### src/rtl/ext_dma_pkg.sv
// rtl/ext_dma_pkg.sv - shared constants and helpers for the external DMA command dispatcher
package ext_dma_pkg;
  localparam int STS_INTERR = 4;
  localparam int STS_DECERR = 5;
  localparam int STS_SLVERR = 6;
  localparam int STS_OKAY   = 7;

  localparam logic [15:0] ERR_CNT_MAX = 16'hFFFF;

  function automatic int ch_width(input int num_ch);
    return (num_ch > 1) ? $clog2(num_ch) : 1;
  endfunction
endpackage

### src/rtl/ext_dma_order_fifo.sv
// rtl/ext_dma_order_fifo.sv - channel-order FIFO with registered full/empty flags
module ext_dma_order_fifo #(
  parameter int W     = 1,
  parameter int DEPTH = 32
) (
  input  logic         clk,
  input  logic         rst_n,
  input  logic         push,
  input  logic         pop,
  input  logic [W-1:0] wdata,
  output logic [W-1:0] rdata,
  output logic         full,
  output logic         empty
);
  localparam int AW = $clog2(DEPTH);
  localparam int CW = AW + 1;

  logic [W-1:0]  mem_q [DEPTH];
  logic [AW-1:0] wr_ptr_q, wr_ptr_d, rd_ptr_q, rd_ptr_d;
  logic [CW-1:0] cnt_q, cnt_d;
  logic          full_q, full_d, empty_q, empty_d;
  logic          do_push, do_pop;

  // A push is refused whenever the registered full flag is set, even alongside a pop.
  always_comb begin
    do_push  = push && !full_q;
    do_pop   = pop && !empty_q;
    wr_ptr_d = wr_ptr_q + AW'(do_push);
    rd_ptr_d = rd_ptr_q + AW'(do_pop);
    cnt_d    = cnt_q + CW'(do_push) - CW'(do_pop);
    full_d   = (cnt_d == CW'(DEPTH));
    empty_d  = (cnt_d == '0);
  end

  always_ff @(posedge clk or negedge rst_n) begin
    if (!rst_n) begin
      wr_ptr_q <= '0;
      rd_ptr_q <= '0;
      cnt_q    <= '0;
      full_q   <= 1'b0;
      empty_q  <= 1'b1;
    end else begin
      wr_ptr_q <= wr_ptr_d;
      rd_ptr_q <= rd_ptr_d;
      cnt_q    <= cnt_d;
      full_q   <= full_d;
      empty_q  <= empty_d;
    end
  end

  always_ff @(posedge clk) begin
    if (do_push) mem_q[wr_ptr_q] <= wdata;
  end

  assign rdata = mem_q[rd_ptr_q];
  assign full  = full_q;
  assign empty = empty_q;
endmodule

### src/rtl/ext_dma_cmd_dispatch.sv
// rtl/ext_dma_cmd_dispatch.sv - routes commands to NUM_CH datamovers, merges status in command order
// Optional status error tracking: EXT_DMA_STS_ERR_EN
module ext_dma_cmd_dispatch
  import ext_dma_pkg::*;
#(
  parameter int NUM_CH      = 2,
  parameter int CMD_W       = 104,
  parameter int STS_W       = 32,
  parameter int MAX_OUT     = 16,
  parameter int ORDER_DEPTH = 32
) (
  input  logic                    ap_clk,
  input  logic                    ap_rst_n,
  input  logic [CMD_W-1:0]        s_axis_cmd_tdata,
  input  logic [7:0]              s_axis_cmd_tdest,
  input  logic                    s_axis_cmd_tvalid,
  output logic                    s_axis_cmd_tready,
  output logic [NUM_CH*CMD_W-1:0] m_axis_cmd_tdata,
  output logic [NUM_CH-1:0]       m_axis_cmd_tvalid,
  input  logic [NUM_CH-1:0]       m_axis_cmd_tready,
  input  logic [NUM_CH*STS_W-1:0] s_axis_sts_tdata,
  input  logic [NUM_CH-1:0]       s_axis_sts_tvalid,
  output logic [NUM_CH-1:0]       s_axis_sts_tready,
  output logic [STS_W-1:0]        m_axis_sts_tdata,
  output logic                    m_axis_sts_tvalid,
  input  logic                    m_axis_sts_tready,
  output logic [STS_W/8-1:0]      m_axis_sts_tkeep,
  output logic                    m_axis_sts_tlast,
  output logic                    err_flag,
  output logic [15:0]             err_count
);
  localparam int         CH_W      = ch_width(NUM_CH);
  localparam logic [7:0] MAX_OUT_C = 8'(MAX_OUT);

  logic [CMD_W-1:0]  cmd_reg_q [NUM_CH];
  logic [CMD_W-1:0]  cmd_reg_d [NUM_CH];
  logic [NUM_CH-1:0] cmd_vld_q, cmd_vld_d;
  logic [7:0]        cnt_q [NUM_CH];
  logic [7:0]        cnt_d [NUM_CH];
  logic [STS_W-1:0]  sts_reg_q, sts_reg_d;
  logic              sts_vld_q, sts_vld_d;
  logic [STS_W-1:0]  sts_word [NUM_CH];
  logic [CH_W-1:0]   sel, head;
  logic              ord_full, ord_empty;
  logic              cmd_acc, sts_rdy, sts_acc;
  logic              unused_tdest;

  assign sel          = (NUM_CH == 1) ? '0 : s_axis_cmd_tdest[CH_W-1:0];
  assign unused_tdest = ^s_axis_cmd_tdest;

  for (genvar g = 0; g < NUM_CH; g++) begin : g_ch
    assign m_axis_cmd_tdata[g*CMD_W +: CMD_W] = cmd_reg_q[g];
    assign sts_word[g]                        = s_axis_sts_tdata[g*STS_W +: STS_W];
  end

  // Ready is held low through reset; the ready-to-ready path via m_axis_cmd_tready is intentional.
  always_comb begin
    s_axis_cmd_tready = ap_rst_n && !ord_full && (cnt_q[sel] < MAX_OUT_C) &&
                        (!cmd_vld_q[sel] || m_axis_cmd_tready[sel]);
    cmd_acc           = s_axis_cmd_tvalid && s_axis_cmd_tready;
    sts_rdy           = !ord_empty && (!sts_vld_q || m_axis_sts_tready);
    s_axis_sts_tready = '0;
    s_axis_sts_tready[head] = sts_rdy;
    sts_acc           = sts_rdy && s_axis_sts_tvalid[head];

    for (int c = 0; c < NUM_CH; c++) begin
      cmd_reg_d[c] = cmd_reg_q[c];
      cmd_vld_d[c] = cmd_vld_q[c] && !m_axis_cmd_tready[c];
      cnt_d[c]     = cnt_q[c];
      if (cmd_acc && sel == CH_W'(c)) begin
        cmd_reg_d[c] = s_axis_cmd_tdata;
        cmd_vld_d[c] = 1'b1;
        cnt_d[c]     = cnt_d[c] + 8'd1;
      end
      if (sts_acc && head == CH_W'(c)) cnt_d[c] = cnt_d[c] - 8'd1;
    end

    sts_vld_d = sts_acc || (sts_vld_q && !m_axis_sts_tready);
    sts_reg_d = sts_acc ? sts_word[head] : sts_reg_q;
  end

  always_ff @(posedge ap_clk or negedge ap_rst_n) begin
    if (!ap_rst_n) begin
      for (int c = 0; c < NUM_CH; c++) begin
        cmd_reg_q[c] <= '0;
        cnt_q[c]     <= '0;
      end
      cmd_vld_q <= '0;
      sts_reg_q <= '0;
      sts_vld_q <= 1'b0;
    end else begin
      for (int c = 0; c < NUM_CH; c++) begin
        cmd_reg_q[c] <= cmd_reg_d[c];
        cnt_q[c]     <= cnt_d[c];
      end
      cmd_vld_q <= cmd_vld_d;
      sts_reg_q <= sts_reg_d;
      sts_vld_q <= sts_vld_d;
    end
  end

  ext_dma_order_fifo #(.W(CH_W), .DEPTH(ORDER_DEPTH)) u_order_fifo (
    .clk   (ap_clk),
    .rst_n (ap_rst_n),
    .push  (cmd_acc),
    .pop   (sts_acc),
    .wdata (sel),
    .rdata (head),
    .full  (ord_full),
    .empty (ord_empty)
  );

  assign m_axis_cmd_tvalid = cmd_vld_q;
  assign m_axis_sts_tdata  = sts_reg_q;
  assign m_axis_sts_tvalid = sts_vld_q;
  assign m_axis_sts_tkeep  = '1;
  assign m_axis_sts_tlast  = 1'b1;

`ifdef EXT_DMA_STS_ERR_EN
  logic        err_flag_q, err_flag_d;
  logic [15:0] err_count_q, err_count_d;
  logic        sts_err;

  always_comb begin
    sts_err     = sts_acc && (sts_word[head][STS_INTERR] || sts_word[head][STS_DECERR] ||
                              sts_word[head][STS_SLVERR]);
    err_flag_d  = err_flag_q || sts_err;
    err_count_d = err_count_q;
    if (sts_err && err_count_q != ERR_CNT_MAX) err_count_d = err_count_q + 16'd1;
  end

  always_ff @(posedge ap_clk or negedge ap_rst_n) begin
    if (!ap_rst_n) begin
      err_flag_q  <= 1'b0;
      err_count_q <= '0;
    end else begin
      err_flag_q  <= err_flag_d;
      err_count_q <= err_count_d;
    end
  end

  assign err_flag  = err_flag_q;
  assign err_count = err_count_q;
`else
  assign err_flag  = 1'b0;
  assign err_count = '0;
`endif
endmodule

### config.mk
export PLATFORM = sky130hd
export DESIGN_NAME = ext_dma_cmd_dispatch
export DESIGN_NICKNAME = d
export VERILOG_FILES = /design/src/rtl/ext_dma_pkg.sv /design/src/rtl/ext_dma_order_fifo.sv /design/src/rtl/ext_dma_cmd_dispatch.sv
export SDC_FILE = /design/constraint.sdc
export NUM_CORES = 1
export LEC_CHECK = 0
export ABC_AREA = 1
export CORE_MARGIN = 2
export CORE_UTILIZATION = 41
export DETAILED_ROUTE_END_ITERATION = 6
export PLACE_DENSITY = 0.87
export SLEW_MARGIN = 30
export SYNTH_ARGS = -nofsm -noshare
export SYNTH_HDL_FRONTEND = slang
export SYNTH_HIERARCHICAL = 1
export SYNTH_SLANG_ARGS = --single-unit
### constraint.sdc
create_clock -name ap_clk -period 3.6 [get_ports ap_clk]
set_clock_uncertainty 0.1 [all_clocks]
set_input_delay 0.54 -clock ap_clk [delete_from_list [all_inputs] [get_ports ap_clk]]
set_output_delay 0.54 -clock ap_clk [all_outputs]
set_load 0.01 [all_outputs]
==> summary.md, run 1 <==
| Metric | Value |
|---|---|
| Vias | 11400 |
| Tcrit/Tclk final | 0.951 |
| Status | completed |
| Slew headroom | 0.456 |
| Sequential area share after synthesis | 0.611 |
| Hold_ws | 50.6 ps |
| Pwr dens | 907 nW/um^2 |
| Crit path DAT | 3780 ps |
| Commonest cells in the netlist | nand2_1, dfrtp_1, o21ai_0 |
| First-pass GRT wire length | 59.7 mm |
| IO Count | 452 |
| Worst R2R End | u_order_fifo/full$_DFF_PN0_ |
| Post-route core utilization | 0.608 |
| Clk sinks | 309 |
| CTS buffer count | 35 |
| VDD IR max | 0.670 mV |
| Most common cell in the netlist | nand2_1 |
| Worst Setup End Kind | register |
| R2r startpoint | u_order_fifo/rd_ptr_q[0]$_DFF_PN0_ |
| Clock insertion delay at the later pin of the skew report | 520 ps |
| Num rows | 64 |
| GRT overflow | 0 |
| Core area | 30800 um^2 |
| Setup WS pre-CTS | -82.4 ps |
| Final hold vios | 0 |
| Vias in the first global route | 11300 |
| HPWL after DPL | 26.6 mm |
| Tot GR Track Use | 0.224 |
| CP Launch Type | register |
| Largest net degree at the start of global routing | 173 |
| Port Buf Inserts | 422 |
| Share of layout cells above drive strength 1 | 0.0682 |
| Setup CP Type | register to register |
| Main synth FF type | dfrtp_1 |
| Number of synthesized flops with an enable pin | 32 |
| DRT Wirelength | 37.9 mm |
| CTS root buf | clkbuf_16 |
| Mapped Avg Cell Area | 9.08 um^2 |
| Post-synth cell types | 42 |
| R2R cell count | 25 |
| Die X | 182 um |
| Leakage power total | 8.90 nW |
| Clk buf depth | 3 |
| Area share of the largest cell type after synthesis | 0.535 |
| Drt pass-1 iters | 7 |
| Hold Crit Class | input port to async pin |
| Critical Path Fanout Max | 6 |
| R2R Setup Slk | 180 ps |
| Die area | 32900 um^2 |
| Max Fclk | 292 MHz |
| Crit path time final | 3420 ps |
| Least-Margin Pin Slew | 817 ps |
| Routability cong. | 0.896 |
| Drt wl/cell | 16.8 um |
| Initial antenna violation count | 1 |
| Cell taking the most area after synthesis | dfrtp_1 |
| #FFs+latches synth | 309 |
| Worst-path clk slew | 60 ps |
| P&R area growth vs syn | 45.2% |
| Setup-failing EPs final | 0 |
| Final worst setup slack | 176 ps |
| 1st-iter DRT viols | 840 |
| Detail Route Antenna Nets | 0 |
| Synth Warn # | 6 |
| # H-tree levels | 2 |
| Max-cap violations | 0 |
| Hold_buf cts | 0 |
| Area contributors post-synth | dfrtp_1, nand2_1, edfxtp_1, o21ai_0, inv_1 |
| Max Slew Vio Count | 0 |
| Fin nets | 2034 |
| Netlist area before placement | 12900 um^2 |
| DRC | 0 |
| Ys async rst share | 0.896 |
| Initial cell density of the core | 0.419 |
| CTS tree | done |
| Die height | 182 um |
| Vias per Instance | 5.03 |
| CP required | 3960 ps |
| Syn Inst Count | 1422 |
## layout by cell type (no fill, tap or decap), types with 2 or more instances in the layout
master / instances
nand2_1: 512
clkdlybuf4s50_1: 421
dfrtp_1: 275
o21ai_0: 128
inv_1: 121
nor2_1: 83
nand3_1: 43
clkbuf_16: 36
a31oi_1: 32
edfxtp_1: 32
conb_1: 22
buf_4: 19
xor2_1: 16
inv_2: 11
ha_1: 11
clkbuf_8: 9
nand4_1: 8
a21oi_1: 7
o21ai_1: 7
nand2_2: 6
xnor2_1: 6
clkinv_2: 6
nor2_4: 5
nor2_2: 4
nand3_2: 2
nand4_4: 2
o21ai_2: 2
clkinv_8: 2
clkbuf_1: 2
bufinv_16: 2
buf_12: 2
## layer usage
metal	global-route usage	part of all wire
met4	0.0855	0.040
met5	0	0
met2	0.392	0.50
met1	0.267	0.38
met3	0.0544	0.078
## cell families after synthesis
logic type,share of synthesized area
other,0.000581
DFF,0.611
and+or+nand+nor,0.209
adders and majority gates,0.0132
buffers and inverters,0.0754
AOI/OAI and AO/OA,0.0749
muxes,0.000775
xor gates and xnor gates,0.0156
## cell type report
| cell class | count | area (um^2) |
|---|---|---|
| fillers | 2407 | 12100 |
| clock buffers | 47 | 1030 |
| flip-flops and latches | 309 | 7900 |
| multi-input cells | 912 | 4200 |
| inverters | 133 | 507 |
| clock inverters | 14 | 165 |
| well taps | 396 | 495 |
| diodes | 1 | 2.50 |
| repair buffers | 446 | 4460 |
## where the power goes
| group | total, mW | internal (mW) | switching [mW] |
|---|---|---|---|
| clock | 3.62 | 2.18 | 1.44 |
| combinational | 7.53 | 3.64 | 3.89 |
| sequential | 5.86 | 4.96 | 0.900 |
## state kept, by name, indices dropped and copies added (netlist names)
name and flops:
u_order_fifo/mem_q 32, m_axis_cmd_tdata 208, m_axis_sts_tdata 32, cnt_q 16, u_order_fifo/rd_ptr_q 5, m_axis_sts_tvalid 1, u_order_fifo/full 1, u_order_fifo/empty 1
u_order_fifo/cnt_q 6, u_order_fifo/wr_ptr_q 5, m_axis_cmd_tvalid 2
## worst max path at each step
stage                                        from                      endpoint  slack (ps)  cells after the start
3_5_place_dp   u_order_fifo/rd_ptr_q[0]$_DFF_PN0_   u_order_fifo/full$_DFF_PN0_         -80                     23
3_3_place_gp   u_order_fifo/rd_ptr_q[0]$_DFF_PN0_  u_order_fifo/empty$_DFF_PN1_         130                     23
6_report       u_order_fifo/rd_ptr_q[0]$_DFF_PN0_   u_order_fifo/full$_DFF_PN0_         180                     25
5_1_grt        u_order_fifo/rd_ptr_q[0]$_DFF_PN0_   u_order_fifo/full$_DFF_PN0_         -20                     25
4_1_cts        u_order_fifo/rd_ptr_q[0]$_DFF_PN0_   u_order_fifo/full$_DFF_PN0_          30                     22
2_1_floorplan  u_order_fifo/rd_ptr_q[0]$_DFF_PN0_  u_order_fifo/empty$_DFF_PN1_          20                     28
## per-stage QoR
step	power, mW	instances	cell area (um^2)	setup TNS [ps]
final	17.0	2258	18800	0
after global routing	18.1	2258	18800	-39.5
after CTS	16.9	2251	18600	0
after detailed placement	13.1	2190	17400	-159
after global placement	12.7	2190	17400	0
after floorplan	9.35	1442	13000	0
## critical path: stages, from the launching register on
cell and delay (ps):
dfrtp_2 480, buf_4 180, nand2_1 50, nand3_1 70
nand3_1 100, nand2_1 60, nor2_1 110, nand2_1 60
nand2_1 90, inv_2 80, inv_2 80, nor2_4 50
nand2_4 70, inv_2 50, nor2_2 120, inv_2 70
nand2_1 100, or2_4 150, nand2_1 80, ha_4 170
fa_2 370, nand3_1 130, nand2_2 90, xor2_2 210
nand3_2 120, nor2_1 120
## repair_timing
item	CTS	global route
gates resized for setup	2	17
setup endpoints to repair	2	3
pin swaps	0	5
cloned	0	1
setup buffers	0	4
(Power assumes the default switching activity.)
==> run 2, diff against run 1 <==
MAX_ROUTING_LAYER = met4   (was default)
==> summary.md, run 2 (synthesized netlist as in run 1, its figures left out) <==
| Metric | Value |
|---|---|
| Crit path time final | 3440 ps |
| Num rows | 64 |
| VDD IR max | 0.670 mV |
| Crit path DAT | 3800 ps |
| Finished Layout Cells | 2258 |
| Die X | 182 um |
| CTS root buf | clkbuf_16 |
| Least-Margin Pin Slew | 824 ps |
| Clk sinks | 309 |
| DRC | 0 |
| Clk buf depth | 3 |
| GRT overflow | 0 |
| Worst Setup End Kind | register |
| Hold Crit Class | input port to async pin |
| Post-route core utilization | 0.608 |
| Port Buf Inserts | 422 |
| Die height | 182 um |
| HPWL after DPL | 26.6 mm |
| Tot GR Track Use | 0.231 |
| DRT Wirelength | 37.8 mm |
| Max-cap violations | 0 |
| First-pass GRT wire length | 59.6 mm |
| Max Fclk | 291 MHz |
| R2r startpoint | u_order_fifo/rd_ptr_q[0]$_DFF_PN0_ |
| Crit-path most repeated cell | nand2_1 |
| Max reg flops | 208 |
| Status | completed |
| CP delay by family, top | simple AND/OR/NAND/NOR gates |
| Initial cell density of the core | 0.419 |
| Worst-path clk slew | 60 ps |
| Commonest cells after routing, fill and taps aside | nand2_1, clkdlybuf4s50_1, dfrtp_1 |
| Setup CP Type | register to register |
| CTS buffer count | 35 |
| P&R area growth vs syn | 45.2% |
| Drt pass-1 iters | 7 |
| Post-Route Setup TNS | 0 ps |
| 1st-iter DRT viols | 840 |
| CTS tree | done |
| CP required | 3960 ps |
| Final hold vios | 0 |
| Pwr dens | 907 nW/um^2 |
| Drt wl/cell | 16.8 um |
| Clock insertion delay at the later pin of the skew report | 520 ps |
| Vias in the first global route | 11400 |
| # H-tree levels | 2 |
| Max Slew Vio Count | 0 |
| Most common cell after layout, fill and taps aside | nand2_1 |
| Share of layout cells above drive strength 1 | 0.0677 |
| Die area | 32900 um^2 |
| Leakage power total | 8.90 nW |
| Critical Path Fanout Max | 6 |
| Routability cong. | 0.911 |
| CP peak stage delay | 480 ps |
| Fin nets | 2034 |
| Slowest CP cell | dfrtp_2 |
| Detail Route Antenna Nets | 0 |
| Placed instance count | 2190 |
| Vias per Instance | 5.00 |
| CP Launch Point | u_order_fifo/rd_ptr_q[0]$_DFF_PN0_ |
| Initial antenna violation count | 1 |
| Core area | 30800 um^2 |
| Largest net degree at the start of global routing | 173 |
| Setup-failing EPs final | 0 |
| Filler Cell Count | 2410 |
| Tcrit/Tclk final | 0.956 |
| Buf+Inv Stages, Crit Path | 5 |
| IO Count | 452 |
| CP Launch Type | register |
| Vias | 11300 |
| Power, Total | 17.0 mW |
| Slew headroom | 0.451 |
-- run 2: routing by layer --
metal	global-route usage	routed length, um	part of all wire	vias to the layer above
met4	0.0868	1580	0.042	0
met3	0.0515	2810	0.074	114
met1	0.268	14300	0.38	5401
met5	-	0	0	-
li1	-	-	-	5248
met2	0.392	19100	0.50	523
-- run 2: per-stage QoR --
stage	hold slack [ps]	area [um^2]	setup WS, ps
3_5_place_dp	364	17400	-82.4
2_1_floorplan	144	13000	18.0
3_3_place_gp	361	17400	134
5_1_grt	101	18800	-41.2
4_1_cts	63.0	18600	25.3
6_report	51.4	18800	158
-- run 2: what timing repair did --
action	in CTS	in global routing
pin swaps	0	5
buffers inserted	0	4
gates cloned	0	1
endpoints found under the setup margin	2	3
resized for setup	2	16
hold buffers	0	0
-- run 2: power breakdown --
group          total [mW]  switching (mW)  internal [mW]  leakage, nW
combinational        7.53            3.90           3.63         4.60
clock                3.62            1.45           2.18        0.595
sequential           5.86           0.898           4.96         3.70
total                17.0            6.24           10.8         8.90
-- run 2: worst reg2reg max path: cells and delay by family (launching register included) --
kind | cells | cell delay, ps
buffers and inverters | 5 | 460
adder cells (fa/ha/maj) | 2 | 540
AND/OR/NAND/NOR | 17 | 1570
flip-flops | 1 | 480
XOR/XNOR | 1 | 220
-- run 2: area by class of cell --
| cell class | instances | area (um^2) | share of cell area |
|---|---|---|---|
| clock inverter | 14 | 165 | 0.00881 |
| antenna | 1 | 2.50 | 0.000133 |
| multi-input combinational | 912 | 4200 | 0.224 |
| clock buffer | 47 | 1030 | 0.0550 |
| timing repair buffer | 446 | 4460 | 0.238 |
| tap | 396 | 495 | 0.0264 |
| sequential | 309 | 7900 | 0.421 |
| inverter | 133 | 507 | 0.0270 |
-- run 2: path summary, 6_finish.rpt --
kind,end,slack [ps],cells after the start
max in group asynchronous,m_axis_cmd_tdata[191]$_DFFE_PN0N_,1950,4
hold / removal,u_order_fifo/rd_ptr_q[0]$_DFF_PN0_,50,2
setup / recovery,u_order_fifo/full$_DFF_PN0_,160,25
hold reg to reg,m_axis_cmd_tdata[106]$_DFFE_PN0N_,380,2
setup reg to reg,u_order_fifo/full$_DFF_PN0_,160,25
min in group ap_clk,m_axis_cmd_tdata[106]$_DFFE_PN0N_,380,2
